$ cat config.mk
export PLATFORM = sky130hd
export DESIGN_NAME = i2c_slave_core
export DESIGN_NICKNAME = d
export VERILOG_FILES = /design/src/rtl/i2c_slave_core.sv
export SDC_FILE = /design/constraint.sdc
export NUM_CORES = 1
export LEC_CHECK = 0
export CAP_MARGIN = 10
export CORE_AREA = 2 2 131 107
export DETAILED_ROUTE_END_ITERATION = 6
export DIE_AREA = 0 0 133 109
export GPL_ROUTABILITY_DRIVEN = 0
export PLACE_DENSITY = 0.52
export SLEW_MARGIN = 0
export SYNTH_ARGS = -nofsm -noshare
export SYNTH_HDL_FRONTEND = slang
export SYNTH_SLANG_ARGS = --single-unit
$ cat constraint.sdc
create_clock -name i2c_core_clock_i -period 5.85 [get_ports i2c_core_clock_i]
set_input_delay 1.17 -clock i2c_core_clock_i [delete_from_list [all_inputs] [get_ports i2c_core_clock_i]]
set_output_delay 1.17 -clock i2c_core_clock_i [all_outputs]
set_load 0.1 [all_outputs]
$ cat src/rtl/i2c_slave_core.sv
// i2c_slave_core: 7-bit addressed I2C slave in front of an 8x8 register file.
// Writes: [addr+W] [ptr] [data]*, each data byte lands at reg[ptr] and ptr
// auto-increments mod 8. Reads: [addr+R] streams reg[ptr], reg[ptr+1], ...
// until the master NACKs. No clock stretching; SDA is open-drain via sda_oe_o.
//
// Ports
//   i2c_core_clock_i    core clock, >= 16x SCL
//   i2c_core_reset_n_i  synchronous active-low reset
//   scl_i, sda_i        asynchronous bus levels
//   sda_oe_o            1 = pull SDA low
//   busy_o              addressed: from address match until STOP/START
//   wr_valid_o          one-cycle pulse per register write
//   wr_addr_o/wr_data_o index/data of the current write pulse
module i2c_slave_core #(
  parameter logic [6:0]  SLAVE_ADDR  = 7'h50,
  parameter int unsigned SYNC_STAGES = 2
) (
  input  logic       i2c_core_clock_i,
  input  logic       i2c_core_reset_n_i,
  input  logic       scl_i,
  input  logic       sda_i,
  output logic       sda_oe_o,
  output logic       busy_o,
  output logic       wr_valid_o,
  output logic [2:0] wr_addr_o,
  output logic [7:0] wr_data_o
);

  localparam int unsigned DATA_W   = 8;
  localparam int unsigned PTR_W    = 3;
  localparam int unsigned CNT_W    = 4;
  localparam int unsigned NUM_REGS = 8;

  typedef enum logic [3:0] {
    IDLE, ADDR, ADDR_ACK, PTR, PTR_ACK, WR_DATA, WR_ACK, RD_DATA, RD_ACK, IGNORE
  } state_t;

  state_t state, state_nxt;

  logic [SYNC_STAGES-1:0] scl_sync, sda_sync;
  logic scl_s, sda_s, scl_d, sda_d;
  logic scl_rise, scl_fall, start_det, stop_det;

  logic [CNT_W-1:0]  bit_cnt, bit_cnt_nxt;
  logic [DATA_W-1:0] rx_shift, rx_nxt;
  logic [DATA_W-2:0] tx_rest, tx_nxt;   // bits of the read byte not yet driven
  logic [PTR_W-1:0]  ptr, ptr_nxt;
  logic              mack, mack_nxt;    // master ACK captured during RD_ACK
  logic              sda_oe_nxt, busy_nxt, wr_valid_nxt, reg_we;
  logic [PTR_W-1:0]  wr_addr_nxt;
  logic [DATA_W-1:0] wr_data_nxt;
  logic [DATA_W-1:0] regs [NUM_REGS];
  logic [DATA_W-1:0] rd_byte;
  logic              bit_done, addr_match;

  // Bus synchronizers and one-cycle-delayed copies for edge detection
  always_ff @(posedge i2c_core_clock_i) begin
    if (!i2c_core_reset_n_i) begin
      scl_sync <= '1;
      sda_sync <= '1;
      scl_d    <= 1'b1;
      sda_d    <= 1'b1;
    end else begin
      scl_sync <= {scl_sync[SYNC_STAGES-2:0], scl_i};
      sda_sync <= {sda_sync[SYNC_STAGES-2:0], sda_i};
      scl_d    <= scl_s;
      sda_d    <= sda_s;
    end
  end

  assign scl_s     = scl_sync[SYNC_STAGES-1];
  assign sda_s     = sda_sync[SYNC_STAGES-1];
  assign scl_rise  = scl_s & ~scl_d;
  assign scl_fall  = ~scl_s & scl_d;
  // SDA edges only count as conditions while SCL is stably high
  assign start_det = scl_s & scl_d & sda_d & ~sda_s;
  assign stop_det  = scl_s & scl_d & ~sda_d & sda_s;

  assign bit_done   = (bit_cnt == CNT_W'(8));
  assign addr_match = (rx_shift[7:1] == SLAVE_ADDR);
  assign rd_byte    = regs[ptr];

  // State register
  always_ff @(posedge i2c_core_clock_i) begin
    if (!i2c_core_reset_n_i) state <= IDLE;
    else                     state <= state_nxt;
  end

  // Next-state logic; STOP outranks START, then byte/ACK boundaries on SCL fall
  always_comb begin
    state_nxt = state;
    if (stop_det) begin
      state_nxt = IDLE;
    end else if (start_det) begin
      state_nxt = ADDR;
    end else if (scl_fall) begin
      case (state)
        ADDR:     if (bit_done) state_nxt = addr_match ? ADDR_ACK : IGNORE;
        ADDR_ACK: state_nxt = rx_shift[0] ? RD_DATA : PTR;
        PTR:      if (bit_done) state_nxt = PTR_ACK;
        PTR_ACK:  state_nxt = WR_DATA;
        WR_DATA:  if (bit_done) state_nxt = WR_ACK;
        WR_ACK:   state_nxt = WR_DATA;
        RD_DATA:  if (bit_done) state_nxt = RD_ACK;
        RD_ACK:   state_nxt = mack ? RD_DATA : IGNORE;
        default:  state_nxt = state;
      endcase
    end
  end

  // Output/datapath next values; SDA drive only moves on an SCL fall
  always_comb begin
    sda_oe_nxt   = sda_oe_o;
    busy_nxt     = busy_o;
    wr_valid_nxt = 1'b0;
    wr_addr_nxt  = wr_addr_o;
    wr_data_nxt  = wr_data_o;
    bit_cnt_nxt  = bit_cnt;
    rx_nxt       = rx_shift;
    tx_nxt       = tx_rest;
    ptr_nxt      = ptr;
    mack_nxt     = mack;
    reg_we       = 1'b0;
    if (stop_det || start_det) begin
      sda_oe_nxt  = 1'b0;
      busy_nxt    = 1'b0;
      bit_cnt_nxt = '0;
    end else if (scl_rise) begin
      if ((state inside {ADDR, PTR, WR_DATA, RD_DATA}) && !bit_done) begin
        rx_nxt      = {rx_shift[DATA_W-2:0], sda_s};
        bit_cnt_nxt = bit_cnt + CNT_W'(1);
      end
      if (state == RD_ACK) mack_nxt = ~sda_s;
    end else if (scl_fall) begin
      case (state)
        ADDR: begin
          if (bit_done && addr_match) begin
            sda_oe_nxt = 1'b1;
            busy_nxt   = 1'b1;
          end
        end
        ADDR_ACK: begin
          bit_cnt_nxt = '0;
          sda_oe_nxt  = 1'b0;
          if (rx_shift[0]) begin
            tx_nxt     = rd_byte[DATA_W-2:0];
            sda_oe_nxt = ~rd_byte[DATA_W-1];
          end
        end
        PTR: begin
          if (bit_done) begin
            ptr_nxt    = rx_shift[PTR_W-1:0];
            sda_oe_nxt = 1'b1;
          end
        end
        WR_DATA: begin
          if (bit_done) begin
            reg_we       = 1'b1;
            wr_valid_nxt = 1'b1;
            wr_addr_nxt  = ptr;
            wr_data_nxt  = rx_shift;
            ptr_nxt      = ptr + PTR_W'(1);
            sda_oe_nxt   = 1'b1;
          end
        end
        PTR_ACK, WR_ACK: begin
          bit_cnt_nxt = '0;
          sda_oe_nxt  = 1'b0;
        end
        RD_DATA: begin
          if (bit_done) begin
            sda_oe_nxt = 1'b0;
            ptr_nxt    = ptr + PTR_W'(1);
          end else if (bit_cnt != '0) begin
            sda_oe_nxt = ~tx_rest[DATA_W-2];
            tx_nxt     = {tx_rest[DATA_W-3:0], 1'b0};
          end
        end
        RD_ACK: begin
          bit_cnt_nxt = '0;
          sda_oe_nxt  = 1'b0;
          if (mack) begin
            tx_nxt     = rd_byte[DATA_W-2:0];
            sda_oe_nxt = ~rd_byte[DATA_W-1];
          end
        end
        default: sda_oe_nxt = 1'b0;
      endcase
    end
  end

  // Datapath and output registers
  always_ff @(posedge i2c_core_clock_i) begin
    if (!i2c_core_reset_n_i) begin
      sda_oe_o   <= 1'b0;
      busy_o     <= 1'b0;
      wr_valid_o <= 1'b0;
      wr_addr_o  <= '0;
      wr_data_o  <= '0;
      bit_cnt    <= '0;
      rx_shift   <= '0;
      tx_rest    <= '0;
      ptr        <= '0;
      mack       <= 1'b0;
    end else begin
      sda_oe_o   <= sda_oe_nxt;
      busy_o     <= busy_nxt;
      wr_valid_o <= wr_valid_nxt;
      wr_addr_o  <= wr_addr_nxt;
      wr_data_o  <= wr_data_nxt;
      bit_cnt    <= bit_cnt_nxt;
      rx_shift   <= rx_nxt;
      tx_rest    <= tx_nxt;
      ptr        <= ptr_nxt;
      mack       <= mack_nxt;
    end
  end

  // Register file
  always_ff @(posedge i2c_core_clock_i) begin
    if (!i2c_core_reset_n_i) begin
      for (int i = 0; i < NUM_REGS; i++) regs[i] <= '0;
    end else if (reg_we) begin
      regs[ptr] <= rx_shift;
    end
  end

endmodule
# == Word level (Yosys, flattened, before mapping) ==
# Memories as Yosys holds them, arrays and structs flattened. A register that Yosys moved wholly into a read port is not among the register bits.
# Cells that the tools add are included.
# Widths: inputs -> output; s select.
# totals
n_memories,1
wordCells,136
ramBits,64
input_bits,4
ff_bits,47
out_inout_bits,14
# mem_list
memory,words,width,read_ports,rd_ports_with_merged_regs,wr,line,source
regs,8,8,1,1,8,52,logic [DATA_W-1:0] regs [NUM_REGS];
# op_classes
reduce_logical,31
n_addsub,2
bitwise,16
eq_ne,27
n_mux,43
# op_table
cell,count
$mux 4,10
$mux 7,4
$pmux 4 s7,1
$pmux 7 s3,1
$mux 1,18
$mux 3,6
$reduce_and 6->1,3
$eq 4x3->1 const B,4
$ne 2x2->1 const B,7
$ne 3x3->1 const B,4
$ne 2x1->1 const B,5
$reduce_and 5->1,2
$reduce_or 2->1,5
$not 1->1,9
$reduce_and 3->1,3
$eq 4x2->1 const B,2
$eq 4x4->1 const B,2
$mux 8,1
$reduce_and 8->1,1
$reduce_bool 2->1,4
$reduce_bool 4->1,2
$reduce_bool 8->1,1
$reduce_or 8->1,1
$and 1x1->1,7
15 further kinds,16

# == Depth between registers and ports, before layout ==
# depth
word_depth,11
ltp_mapped,8
depth_no_buf,7

# == Least setup slack after synthesis ==
# Ideal clock, no wire load.
# synth_path
path_kind,input-to-reg
startpoint,input i2c_core_reset_n_i
endpoint,"memory regs[1][0], enable pin"
setup_ns,0.384
t_arrival_ns,2.666
n_path_buf,1
cell_stages,4
setup_slack_ns,2.800
required_ns,5.466
cell_sequence,clkbuf_1 > clkinv_1 > or3_1 > o21ai_0
# synth_lines
element,line,source
start: declaration,19,"input logic i2c_core_reset_n_i,"
end: declaration,52,

==> impl_metrics.json <==
{
  "crit_buf_inv": 3,
  "hpwl_um": 8400,
  "vdd_drop_max_mv": 0.188,
  "endpoint_kind": "flop",
  "drt_iter0_markers": 291,
  "comb_power_share": 0.021,
  "synth_edf_count": 64,
  "slowest_stage": "o21ai_0",
  "clkLatencyLatePin_ns": 0.41,
  "run_status": "complete, no violations",
  "grt.met3_usage": 0.0483,
  "grt_pass1_wl_um": 19900,
  "max_freq_mhz": 304,
  "vias": 3518,
  "p_int_mw": 1.60,
  "netlist_area_sq_um": 5180,
  "leakage_nw": 2.03,
  "crit_type": "in -> reg",
  "portBuffers": 17,
  "htree_levels": 4,
  "netlist_instances": 456,
  "maxCapViolCount": 0,
  "grt_util_met2": 0.276,
  "grt_busiest_layer": "met2",
  "hold_path_depth": 1,
  "timing.final.ws_setup_ns": 2.56,
  "cp.required_ns": 5.87,
  "first_global_vias": 3373,
  "syn_to_final_growth_pct": 17.7,
  "p_seq_frac": 0.441,
  "drc": 0,
  "holdPathEnd": "scl_sync[1]$_SDFF_PN1_",
  "initial_core_util": 0.391,
  "die_y_um": 109,
  "finalHoldWorstSlack_ns": 0.407,
  "grtUsageTotal": 0.189,
  "fin_crit_sh": 0.563,
  "yosysSeqAreaShare": 0.564,
  "worst_pin_slew_ns": 1.14,
  "reg2regPathDepth": 4,
  "vias_per_cell": 5.35,
  "fp.dieArea_sq_um": 14500,
  "io_pins": 18,
  "grt_overflow": 0,
  "path_delay_family": "buffers and inverters",
  "r2r_slack_ns": 2.69,
  "start_kind": "input port",
  "path_max_fanout": 28,
  "rows": 38,
  "antenna_left": 0,
  "yosys_most_used_dff": "edfxtp_1",
  "reg2reg_from": "state[2]$_SDFFE_PP0P_",
  "path_clk_slew_ns": 0.05,
  "dr.pass1.iters": 5,
  "power.density_nw_per_um2": 327,
  "clk_path_buf_depth": 2,
  "timing_hold_violations_final": 0,
  "sw_frac_of_total": 0.198,
  "hp-class": "reg -> reg",
  "reg2reg_to": "regs[6][2]$_SDFFCE_PN0P_",
  "post-cts-setup-buffer-count": 0,
  "antenna_found_initial": 0,
  "fin_cells": 658,
  "antenna_cells": 0,
  "syn_area_per_cell_sq_um": 11.4,
  "clkPwrFrac": 0.539,
  "dieWidth_um": 133,
  "finClkSkew_ns": 0.00573,
  "grt_max_degree": 29,
  "nNetsFinal": 472,
  "async_flop_share": 0,
  "syn_nets": 463,
  "cts.sinks": 114,
  "slowest_delay_ns": 0.88,
  "rsz0062_at_grt": "no",
  "worst_slew_margin_rel": 0.232,
  "synth_cell_types": 54,
  "wire_per_inst_um": 19.3,
  "critPathArrivalTime_ns": 3.32,
  "period_needed_ns": 3.29,
  "post_cts_resized": 0,
  "path_cells": "clkdlybuf4s50_1, buf_4, clkinv_1, or3_1, o21ai_0",
  "globalRouteMet1Util": 0.276,
  "wl_um": 12700,
  "yosys_warnings": 0,
  "maxSlewViolCount": 0,
  "setup_violations": 0,
  "coreArea_sq_um": 13300,
  "p_sw_mw": 0.395,
  "cts_root_buffer": "clkbuf_16",
  "place_ws_ns": 2.14,
  "cts_hold_buffers": 0,
  "dp.cells": 626,
  "ys_seq_elements": 114,
  "fin_setup_tns_ns": 0,
  "min_from": "scl_sync[0]$_SDFF_PN1_",
  "cts_tree": "yes",
  "drive_above_1_share": 0.119,
  "numCtsBuffers": 17
}
## power by group through the flow
stage / clock network [mW] / registers, mW / logic [mW]
3_3_place_gp: 0 / 0.895 / 0.0410
2_1_floorplan: 0 / 0.889 / 0.0294
6_report: 1.08 / 0.880 / 0.0413
4_1_cts: 1.09 / 0.880 / 0.0416
3_5_place_dp: 0 / 0.896 / 0.0414
5_1_grt: 1.13 / 0.881 / 0.0454
## layout by cell type, fill, tap and decap left out, drive strengths merged, types with 2 or more instances in the layout
cell | synthesis | routed
clkdlybuf4s50 | 0 | 17
xnor2 | 2 | 2
o211ai | 2 | 2
a211oi | 6 | 6
ha | 3 | 3
clkbuf | 19 | 27
nand4 | 2 | 2
and2 | 66 | 66
nor4 | 6 | 6
dfxtp | 50 | 50
inv | 3 | 6
clkinv | 1 | 2
nor2b | 10 | 10
nor2 | 14 | 14
edfxtp | 64 | 64
nand2b | 20 | 20
buf | 11 | 3
nor3 | 9 | 9
nand3b | 4 | 4
nand3 | 15 | 15
o31ai | 8 | 8
mux2i | 9 | 9
nand2 | 51 | 51
o21ai | 8 | 8
a21oi | 35 | 35
mux4 | 15 | 15
or4 | 2 | 2
## cell type report
| type | instances | area [sq um] |
|---|---|---|
| Tap cell | 180 | 225 |
| Sequential cell | 114 | 2920 |
| Inverter | 4 | 15.0 |
| Fill cell | 1206 | 7170 |
| Timing Repair Buffer | 20 | 193 |
| Clock inverter | 5 | 53.8 |
| Clock buffer | 27 | 577 |
| Multi-Input combinational cell | 308 | 2110 |
## per-stage QoR
step                instance area, sq um   util  total power [mW]
floorplan                           5180      -             0.918
global placement                    5470  0.412             0.936
detailed placement                  5470  0.412             0.937
CTS                                 6100  0.460              2.01
global route                        6100  0.460              2.06
finish                              6100  0.460              2.00
## state kept, by name, indices dropped and copies added (netlist names), 2 cells and up, named ones only
name	count
bit_cnt	4
sda_sync	2
wr_data_o	8
scl_sync	2
regs	64
rx_shift	8
state	4
tx_rest	7
wr_addr_o	3
ptr	3
## worst max-delay path by stage
stage / start / end / slack, ns / cells after the start
3_5_place_dp: i2c_core_reset_n_i / regs[1][5]$_SDFFCE_PN0P_ / 2.14 / 5
6_report: i2c_core_reset_n_i / regs[1][3]$_SDFFCE_PN0P_ / 2.56 / 5
2_1_floorplan: i2c_core_reset_n_i / regs[1][0]$_SDFFCE_PN0P_ / 2.80 / 4
5_1_grt: i2c_core_reset_n_i / regs[1][2]$_SDFFCE_PN0P_ / 2.31 / 5
3_3_place_gp: i2c_core_reset_n_i / regs[1][2]$_SDFFCE_PN0P_ / 2.19 / 5
4_1_cts: i2c_core_reset_n_i / regs[1][5]$_SDFFCE_PN0P_ / 2.57 / 5
## cells in the mapped netlist, types with 2 or more instances
| cell type | instances | area share |
|---|---|---|
| and2_1 | 65 | 0.078 |
| edfxtp_1 | 64 | 0.37 |
| nand2_1 | 51 | 0.037 |
| dfxtp_1 | 50 | 0.19 |
| a21oi_1 | 35 | 0.034 |
| clkbuf_1 | 19 | 0.014 |
| nand2b_1 | 19 | 0.023 |
| mux4_2 | 15 | 0.065 |
| nand3_1 | 15 | 0.014 |
| nor2_1 | 14 | 0.010 |
| nor2b_1 | 10 | 0.012 |
| buf_2 | 9 | 0.0087 |
| mux2i_1 | 9 | 0.017 |
| o31ai_1 | 8 | 0.012 |
| nor3_1 | 7 | 0.0068 |
| o21ai_0 | 7 | 0.0068 |
| a211oi_1 | 6 | 0.0087 |
| nand3b_1 | 4 | 0.0058 |
| nor4_1 | 4 | 0.0048 |
| ha_1 | 3 | 0.0072 |
| inv_1 | 3 | 0.0022 |
| nand4_1 | 2 | 0.0024 |
| nor3_2 | 2 | 0.0039 |
| nor4_4 | 2 | 0.0082 |
| o211ai_1 | 2 | 0.0029 |
| or4_1 | 2 | 0.0029 |
| xnor2_1 | 2 | 0.0034 |
## cells by family (layout without fill, tap and decap cells)
group,Yosys count,count (layout),share of synthesized area
xor+xnor,3,3,0.00507
buf+inv,34,56,0.0282
mux,24,24,0.0826
flops,114,114,0.564
fa+ha+maj,3,3,0.00724
simple gates,207,207,0.228
compound gates,71,71,0.0852
## per-layer routing
layer  share of wire  up-vias
met5               0        -
met4           0.010        0
met3           0.052       13
met2            0.44       92
met1            0.50     1738
li1                -     1675
Power figures use the tool's default switching activity.
